$ cat config.mk
export PLATFORM = sky130hd
export DESIGN_NAME = serial_transmitter_32_w_flat
export DESIGN_NICKNAME = d
export VERILOG_FILES = /design/src/rtl/serial_transmitter_32_w_if.sv /design/src/rtl/serial_transmitter_32_w.sv /design/src/flat_wrapper.sv
export SDC_FILE = /design/constraint.sdc
export NUM_CORES = 1
export LEC_CHECK = 0
export ABC_AREA = 0
export BUFFER_PORTS_ARGS = -buffer_cell sky130_fd_sc_hd__buf_2
export CORE_AREA = 2 2 94 96
export CTS_CLUSTER_SIZE = 28
export DETAILED_ROUTE_END_ITERATION = 6
export DIE_AREA = 0 0 96 98
export PLACE_DENSITY = 0.59
export SYNTH_ARGS = -nofsm -noshare
export SYNTH_HDL_FRONTEND = slang
export SYNTH_SLANG_ARGS = --single-unit
$ cat constraint.sdc
create_clock -name clk -period 1.85 [get_ports clk]
set_clock_uncertainty 0.1 [all_clocks]
set_input_delay 0.0925 -clock clk [delete_from_list [all_inputs] [get_ports clk]]
set_output_delay 0.0925 -clock clk [all_outputs]
set_load 0.02 [all_outputs]
$ cat src/rtl/serial_transmitter_32_w_if.sv
// Word-transmit handshake between a host and the 32-bit serial transmitter.
// The host drives data_in/start and observes busy, done and the serial line.
interface serial_transmitter_32_w_if;
    logic [31:0] data_in;
    logic        start;
    logic        busy;
    logic        done;
    logic        tx;

    modport master (
        output data_in,
        output start,
        input  busy,
        input  done,
        input  tx
    );

    modport slave (
        input  data_in,
        input  start,
        output busy,
        output done,
        output tx
    );
endinterface

$ cat src/rtl/serial_transmitter_32_w.sv
// Sends a 32-bit word as four 8N1 bytes (LSB byte first), then holds the line
// high for a gap long enough to trip the receiver's idle timeout.
module serial_transmitter_32_w #(
    parameter int BIT_CYCLES = 4,
    parameter int GAP_CYCLES = 48
) (
    input  logic                        clk,
    input  logic                        rst_n,
    serial_transmitter_32_w_if.slave    bus
);
    localparam int             BW       = (BIT_CYCLES > 1) ? $clog2(BIT_CYCLES) : 1;
    localparam logic [BW-1:0]  BIT_LAST = BW'(BIT_CYCLES - 1);
    localparam logic [7:0]     GAP_LAST = 8'(GAP_CYCLES - 1);

    typedef enum logic [2:0] {
        IDLE,
        START,
        DATA,
        STOP,
        GAP
    } state_t;

    state_t         state_q;
    logic [31:0]    shift_q;
    logic [BW-1:0]  bit_cnt_q;
    logic [2:0]     bit_idx_q;
    logic [1:0]     byte_idx_q;
    logic [7:0]     gap_cnt_q;
    logic           tx_q;
    logic           busy_q;
    logic           done_q;

    logic [7:0]     cur_byte;
    logic [2:0]     next_bit;

    // The byte on the wire always sits in the low 8 bits of the shift register.
    assign cur_byte = shift_q[7:0];
    assign next_bit = bit_idx_q + 3'd1;

    always_ff @(posedge clk) begin
        if (!rst_n) begin
            state_q    <= IDLE;
            shift_q    <= '0;
            bit_cnt_q  <= '0;
            bit_idx_q  <= '0;
            byte_idx_q <= '0;
            gap_cnt_q  <= '0;
            tx_q       <= 1'b1;
            busy_q     <= 1'b0;
            done_q     <= 1'b0;
        end else begin
            done_q <= 1'b0;
            case (state_q)
                IDLE: begin
                    tx_q <= 1'b1;
                    if (bus.start) begin
                        shift_q    <= bus.data_in;
                        byte_idx_q <= '0;
                        bit_cnt_q  <= '0;
                        tx_q       <= 1'b0;
                        busy_q     <= 1'b1;
                        state_q    <= START;
                    end
                end
                START: begin
                    if (bit_cnt_q == BIT_LAST) begin
                        bit_cnt_q <= '0;
                        bit_idx_q <= '0;
                        tx_q      <= cur_byte[0];
                        state_q   <= DATA;
                    end else begin
                        bit_cnt_q <= bit_cnt_q + 1'b1;
                    end
                end
                DATA: begin
                    if (bit_cnt_q == BIT_LAST) begin
                        bit_cnt_q <= '0;
                        if (bit_idx_q == 3'd7) begin
                            tx_q    <= 1'b1;
                            state_q <= STOP;
                        end else begin
                            bit_idx_q <= next_bit;
                            tx_q      <= cur_byte[next_bit];
                        end
                    end else begin
                        bit_cnt_q <= bit_cnt_q + 1'b1;
                    end
                end
                STOP: begin
                    if (bit_cnt_q == BIT_LAST) begin
                        bit_cnt_q <= '0;
                        if (byte_idx_q != 2'd3) begin
                            // Next start bit follows the stop bit with no idle.
                            byte_idx_q <= byte_idx_q + 2'd1;
                            shift_q    <= {8'h00, shift_q[31:8]};
                            tx_q       <= 1'b0;
                            state_q    <= START;
                        end else begin
                            gap_cnt_q <= '0;
                            state_q   <= GAP;
                        end
                    end else begin
                        bit_cnt_q <= bit_cnt_q + 1'b1;
                    end
                end
                GAP: begin
                    if (gap_cnt_q == GAP_LAST) begin
                        gap_cnt_q <= '0;
                        busy_q    <= 1'b0;
                        done_q    <= 1'b1;
                        state_q   <= IDLE;
                    end else begin
                        gap_cnt_q <= gap_cnt_q + 8'd1;
                    end
                end
                default: begin
                    tx_q    <= 1'b1;
                    busy_q  <= 1'b0;
                    state_q <= IDLE;
                end
            endcase
        end
    end

    assign bus.tx   = tx_q;
    assign bus.busy = busy_q;
    assign bus.done = done_q;
endmodule

$ cat src/flat_wrapper.sv
// flat-port wrapper written by rule: the top's interface ports become plain ports
module serial_transmitter_32_w_flat 
#(
    parameter int BIT_CYCLES = 4,
    parameter int GAP_CYCLES = 48
)
  (clk, rst_n, bus_data_in, bus_start, bus_busy, bus_done, bus_tx);
  serial_transmitter_32_w_if bus_i ();
  input  logic clk;
  input  logic rst_n;
  input wire logic [$bits(bus_i.data_in)-1:0] bus_data_in;
  input wire logic [$bits(bus_i.start)-1:0] bus_start;
  output wire logic [$bits(bus_i.busy)-1:0] bus_busy;
  output wire logic [$bits(bus_i.done)-1:0] bus_done;
  output wire logic [$bits(bus_i.tx)-1:0] bus_tx;
  assign bus_i.data_in = bus_data_in;
  assign bus_i.start = bus_start;
  assign bus_busy = bus_i.busy;
  assign bus_done = bus_i.done;
  assign bus_tx = bus_i.tx;
  serial_transmitter_32_w #(.BIT_CYCLES(BIT_CYCLES), .GAP_CYCLES(GAP_CYCLES)) u_core (.clk(clk), .rst_n(rst_n), .bus(bus_i));
endmodule
==> impl_metrics.toml, run 1 <==
[run_status]
status = "completed"

[worst_setup_path]
critPathTopFamily = "multiplexers"
critical_path_buf_inv_count = 0
end_kind = "flop"
reg2reg_from = "u_core.bit_idx_q[1]"
crit_arrival_ps = 1930
critPathMaxStageDelay_ps = 500
slowest_stage = "mux4_2"
cp_max_fo = 3
worstPathRequired_ps = 1940
cp-start-kind = "flop"
rr_worst_depth = 5
ff2ff_setup_slack_ps = 20
reg2reg_to = "u_core.bus.tx"
path_cells = "ha_4, mux4_2, mux2_4, o21ai_2, a31oi_1"
worstSetupPathType = "reg2reg"

[global_routing]
grt_pass1_wl_um = 11200
antenna_found_initial = 0
gr-total-overflow = 0
grt_usage = 0.146
grt_pass1_vias = 2506
grt_max_degree = 28

[synthesis]
synth-seq-cells = 53
synth-edff-count = 0
async_reset_ff_frac = 0
synth_seq_area_share = 0.420
syn-cell-area_um2 = 2520
synth_top_cell_by_area = "dfxtp_1"
synth_top_area_share = 0.420
yosysWarnings = 0
syn_nets = 345
synth_cell_types = 48
syn_avg_cell_area_um2 = 8.28
synth_cells = 305
synthTopCellsByArea = "dfxtp_1, nand2_1, a311oi_1, nor2_1, a21oi_1"
synth_flop_cell = "dfxtp_1"

[min_path]
worstHoldStart = "bus_start"
hold_end = "u_core.bus.busy"
hp-class = "in2reg"
whs_path_depth = 3

[floorplanning]
pin_count = 38
num_rows = 34
core_um2 = 8470
die_width_um = 96
die_area_um2 = 9410
initial_utilization = 0.298
fp.dieH_um = 98

[route]
wl_per_cell_um = 13.7
drc = 0
routed_wl_um = 7050
dr.first_iter.drc_count = 150
ant_nets = 0
vias = 2580
avgViaCountPerCell = 5.01
first_pass_iters = 4

[sta]
max_freq_mhz = 545
fin_crit_sh = 0.992
final-setup-viol-count = 0
timing.slew.headroom = 0.729
rsz0062_at_grt = "true"
layout_setup_ws_ps = 15.2
hold_viol_final = 0
fin_crit_ps = 1830
worstMarginPinSlew_ps = 406
drv_slew = 0

[clock_network]
cts_buffer_depth = 2
clk_pin_slew_ps = 100
cts.htree.levels = 2
cts_buffers = 5
cts_tree = "yes"
clockRootBuffer = "clkbuf_8"
cts_sinks = 53
insertion_delay_ps = 300

[power_and_ir_drop]
vdd_ir_drop_max_v = 0.000321
p_seq_frac = 0.499
p_int_mw = 1.86
power.net_switching_mw = 0.758
swShare = 0.289
pwr-share-comb = 0.253
total_leakage_power_nw = 1.47
pwr-share-clk = 0.248
p_per_area_nw_per_um2 = 687

[job]
cap_viol_max_count = 0

[placed_design]
place.gp.congestion = 0.831
portBuffers = 37
dpl.hpwl_um = 4520
pre_cts_ws_ps = -147

[finish]
nets = 446
fill_cells = 809
drive_gt1_frac = 0.334
synthToLayoutAreaGrowth_pct = 51.0
regArea_um2 = 1080
multi_input_area_um2 = 1520
diodes = 0
final_util = 0.450
metal layers:
metal  vias to the layer above  track usage  wire (um)  share of wire
met1                      1221        0.198       3270           0.46
li1                       1308            -          -              -
met3                        10       0.0154        129          0.018
met4                         0       0.0538        121          0.017
met5                         -            0          0              0
met2                        41        0.237       3540           0.50
power by group through the flow:
| stage | clock (mW) | sequential [mW] | combinational, mW |
|---|---|---|---|
| floorplan | 0 | 1.31 | 0.298 |
| global placement | 0 | 1.32 | 0.450 |
| detailed placement | 0 | 1.32 | 0.457 |
| CTS | 0.667 | 1.30 | 0.550 |
| global route | 0.716 | 1.32 | 0.726 |
| finish | 0.651 | 1.31 | 0.662 |
how the worst max path moves through the flow:
stage / start / endpoint / slack, ps / cells after the start
final: u_core.bit_idx_q[1] / u_core.bus.tx / 20 / 5
after global routing: u_core.bit_idx_q[1] / u_core.bus.tx / -70 / 5
after CTS: u_core.byte_idx_q[0] / u_core.gap_cnt_q[3] / -10 / 5
after detailed placement: u_core.gap_cnt_q[7] / u_core.gap_cnt_q[7] / -150 / 4
after global placement: u_core.gap_cnt_q[7] / u_core.gap_cnt_q[7] / -70 / 4
after floorplan: u_core.bit_idx_q[0] / u_core.bus.tx / 5 / 5
cell usage after synthesis (2+ instances only):
cell,number
nor3_1,4
o21ai_0,9
o2111ai_1,2
a221oi_1,5
a21oi_1,18
buf_2,8
o31ai_1,3
a311oi_1,25
ha_1,5
xnor2_1,2
or4_1,2
buf_4,2
nand2_1,71
clkbuf_1,12
nand3_1,12
nor3b_1,2
nor2b_1,4
or3_1,3
inv_1,3
o21bai_1,2
nor2_1,29
mux4_2,2
dfxtp_1,53
a21o_1,2
or3b_1,2
stage by stage:
step | area, um^2 | hold slack [ps] | setup TNS (ps) | std cells | total power [mW]
6_report | 3810 | 120 | 0 | 515 | 2.62
5_1_grt | 3810 | 123 | -407 | 515 | 2.76
4_1_cts | 3520 | 125 | -10.9 | 502 | 2.52
3_5_place_dp | 3030 | 253 | -1410 | 459 | 1.78
3_3_place_gp | 3030 | 255 | -575 | 459 | 1.77
2_1_floorplan | 2520 | 110 | 0 | 305 | 1.61
flip-flops by register name, indices dropped and copies added, names as in the netlist:
| signal | cells |
|---|---|
| u_core.shift_q | 32 |
| u_core.gap_cnt_q | 8 |
| u_core.bit_idx_q | 3 |
| u_core.state_q | 3 |
| u_core.bit_cnt_q | 2 |
| u_core.byte_idx_q | 2 |
| u_core.bus.busy | 1 |
| u_core.bus.done | 1 |
| u_core.bus.tx | 1 |
cell usage in the layout (no fill, tap or decap), drive strengths merged, types with 2 or more instances in the layout:
cell type | synthesis | layout
or3b | 2 | 2
inv | 3 | 3
clkinvlp | 0 | 2
ha | 5 | 5
nor2b | 4 | 4
dfxtp | 53 | 53
dlygate4sd3 | 0 | 33
nor3 | 4 | 4
nand3 | 12 | 12
nor2 | 29 | 29
or4 | 3 | 3
nand2 | 71 | 71
nor3b | 3 | 3
or3 | 3 | 3
xnor2 | 2 | 2
o31ai | 3 | 3
a221oi | 6 | 6
mux4 | 2 | 2
clkbuf | 12 | 7
a311oi | 25 | 25
o21bai | 2 | 2
buf | 12 | 84
a21o | 2 | 2
o2111ai | 2 | 2
o21ai | 10 | 10
a21oi | 18 | 18
a21boi | 2 | 2
cells by family (layout without fill, tap and decap cells):
group,count (synthesis),count (layout),synth area share
simple gates,137,137,0.246
fa+ha+maj,5,5,0.0248
buf+inv,27,129,0.0500
xor+xnor,2,2,0.00694
mux,3,3,0.0223
flops,53,53,0.420
compound gates,78,78,0.229
layout make-up:
class | count | share of cell area
Multi-Input combinational cell | 225 | 0.397
Sequential cell | 53 | 0.283
Timing Repair Buffer | 118 | 0.259
Tap cell | 108 | 0.0354
Clock buffer | 6 | 0.0190
Clock inverter | 2 | 0.00394
Inverter | 3 | 0.00295
repair_timing:
item / 4_1_cts / 5_1_grt
endpoints found under the hold margin: 35 / 0
hold buffers: 33 / 0
buffers inserted: 1 / 11
gates resized for setup: 10 / 46
endpoints found under the setup margin: 29 / 35
gates cloned: 1 / 2
pin swaps: 2 / 21
worst reg2reg max path: cells and delay by family (launching register included):
family                   cells  cell delay [ps]
multiplexers                 2              790
flip-flops                   1              350
adder cells (fa/ha/maj)      1              290
AO/OA/AOI/OAI                2              200
Note: power is estimated with default switching activity, not from simulation.
==> run 2: changes to the inputs <==
--- a/config.mk
+++ b/config.mk
@@ -11,7 +11,7 @@
 export CTS_CLUSTER_SIZE = 28
 export DETAILED_ROUTE_END_ITERATION = 6
 export DIE_AREA = 0 0 96 98
-export PLACE_DENSITY = 0.59
+export PLACE_DENSITY = 0.58
 export SYNTH_ARGS = -nofsm -noshare
 export SYNTH_HDL_FRONTEND = slang
 export SYNTH_SLANG_ARGS = --single-unit
==> constraint.sdc (replaced) <==
create_clock -name clk -period 1.9 [get_ports clk]
set_clock_uncertainty 0.1 [all_clocks]
set_input_delay 0.095 -clock clk [delete_from_list [all_inputs] [get_ports clk]]
set_output_delay 0.095 -clock clk [all_outputs]
set_load 0.02 [all_outputs]
==> run 2 against run 1 <==
Critical path depth increased by 1. Largest cell class unchanged. Cell area decreased by 7.5%. Critical endpoint unchanged. Maximum frequency about the same. Non-clock buffer count decreased by 16. Routed wire length decreased by 7.5%. Die area unchanged. Sequential share of layout area increased by 1.9 points. Clock power increased by 20%.
==> impl_metrics.toml, run 2 (synthesized netlist as in run 1, its figures left out) <==
[worst_setup_path]
worstSetupPathType = "reg2reg"
rr_worst_depth = 6
cp_max_fo = 3
cp-start-kind = "flop"
ff2ff_setup_slack_ps = 60
worstPathRequired_ps = 1990
end_kind = "flop"
reg2reg_from = "u_core.bit_idx_q[0]"
reg2reg_to = "u_core.bus.tx"
crit_arrival_ps = 1930

[finish]
reg_top3 = "u_core.shift_q: 32 flops, u_core.gap_cnt_q: 8 flops"
drive_gt1_frac = 0.238
fin_area_um2 = 3530
diodes = 0
synthToLayoutAreaGrowth_pct = 39.7
final_cell_mix = "nand2_1, dfxtp_1, buf_2"
layout_commonest_cell = "nand2_1"
nets = 430
regArea_um2 = 1060
top_register = "u_core.shift_q"
fill_cells = 848
multi_input_area_um2 = 1390
largest_reg_flops = 32
final_util = 0.417

[floorplanning]
die_width_um = 96
initial_utilization = 0.298
num_rows = 34
core_um2 = 8470
pin_count = 38
fp.dieH_um = 98
die_area_um2 = 9410

[global_routing]
gr-total-overflow = 0
antenna_found_initial = 0
grt_max_degree = 48
grt_usage = 0.144
grt_pass1_vias = 2393
grt_pass1_wl_um = 10900

[job]
cap_viol_max_count = 0

[clock_network]
cts_buffers = 5
cts_tree = "yes"
clk_pin_slew_ps = 100
cts_buffer_depth = 2
insertion_delay_ps = 310
cts.htree.levels = 2
clockRootBuffer = "clkbuf_8"
cts_sinks = 53

[sta]
final-setup-viol-count = 0
worstMarginPinSlew_ps = 332
fin_crit_sh = 0.966
hold_viol_final = 0
max_freq_mhz = 545
rsz0062_at_grt = "true"
setup_tns_ps = 0
timing.slew.headroom = 0.777
fin_crit_ps = 1840
drv_slew = 0
layout_setup_ws_ps = 64.5
hold-worst-slack_ps = 94.1

[placed_design]
place.gp.congestion = 0.802
pre_cts_ws_ps = -74.9
dpl.hpwl_um = 4320
portBuffers = 37
placed_area_um2 = 3000

[route]
avgViaCountPerCell = 4.95
routed_wl_um = 6520
dr.first_iter.drc_count = 103
first_pass_iters = 4
ant_nets = 0
drc = 0
vias = 2470
wl_per_cell_um = 13.1

[min_path]
worstHoldStart = "bus_start"
hp-class = "in2reg"
whs_path_depth = 3
hold_end = "u_core.bus.busy"

[power_and_ir_drop]
p_per_area_nw_per_um2 = 728
vdd_ir_drop_max_v = 0.000300
total_leakage_power_nw = 1.38

[run_status]
status = "completed"
[run 2: per-stage QoR]
| stage | instances | total power [mW] |
|---|---|---|
| 2_1_floorplan | 305 | 1.56 |
| 3_3_place_gp | 456 | 1.72 |
| 3_5_place_dp | 456 | 1.73 |
| 4_1_cts | 497 | 2.56 |
| 5_1_grt | 499 | 2.71 |
| 6_report | 499 | 2.57 |
[run 2: what timing repair did]
| item | 4_1_cts | 5_1_grt |
|---|---|---|
| gates resized for setup | 2 | 10 |
| gates cloned | 0 | 1 |
| pin swaps | 0 | 2 |
| hold endpoints to repair | 36 | 0 |
| setup buffers | 0 | 1 |
| hold buffers | 33 | 0 |
| setup endpoints to repair | 8 | 37 |
[run 2: how the worst max path moves through the flow]
stage               slack [ps]                   to            startpoint  cells after the start
global route               -20  u_core.gap_cnt_q[3]  u_core.byte_idx_q[0]                      5
CTS                          3        u_core.bus.tx   u_core.bit_idx_q[0]                      6
finish                      60        u_core.bus.tx   u_core.bit_idx_q[0]                      6
floorplan                   60        u_core.bus.tx   u_core.bit_idx_q[0]                      5
global placement           -30  u_core.gap_cnt_q[5]   u_core.gap_cnt_q[7]                      4
detailed placement         -70  u_core.gap_cnt_q[4]   u_core.gap_cnt_q[7]                      4
[run 2: cell type report]
type,instances,share of cell area
Clock buffer,6,0.0206
Multi-Input combinational cell,225,0.394
Inverter,3,0.00319
Tap cell,108,0.0383
Clock inverter,2,0.0110
Sequential cell,53,0.302
Timing Repair Buffer,102,0.231
[run 2: per-layer routing]
metal | global-route usage | wire length (um) | share of wire | vias to the layer above
li1 | - | - | - | 1274
met3 | 0.0231 | 224 | 0.034 | 8
met1 | 0.190 | 3110 | 0.48 | 1140
met2 | 0.235 | 3100 | 0.47 | 48
met5 | 0 | 0 | 0 | -
met4 | 0.0505 | 95 | 0.015 | 0
[run 2: report_power, final]
part           internal (mW)  total [mW]  switching (mW)
registers               1.21        1.26          0.0559
clock network          0.396       0.780           0.384
logic                  0.269       0.527           0.259
[run 2: critical path, stage by stage, from the launching register on]
cell and delay, ps:
dfxtp_1 350, ha_4 160, ha_1 320, mux4_2 300, mux2_2 280, o21ai_1 130
a31oi_1 80
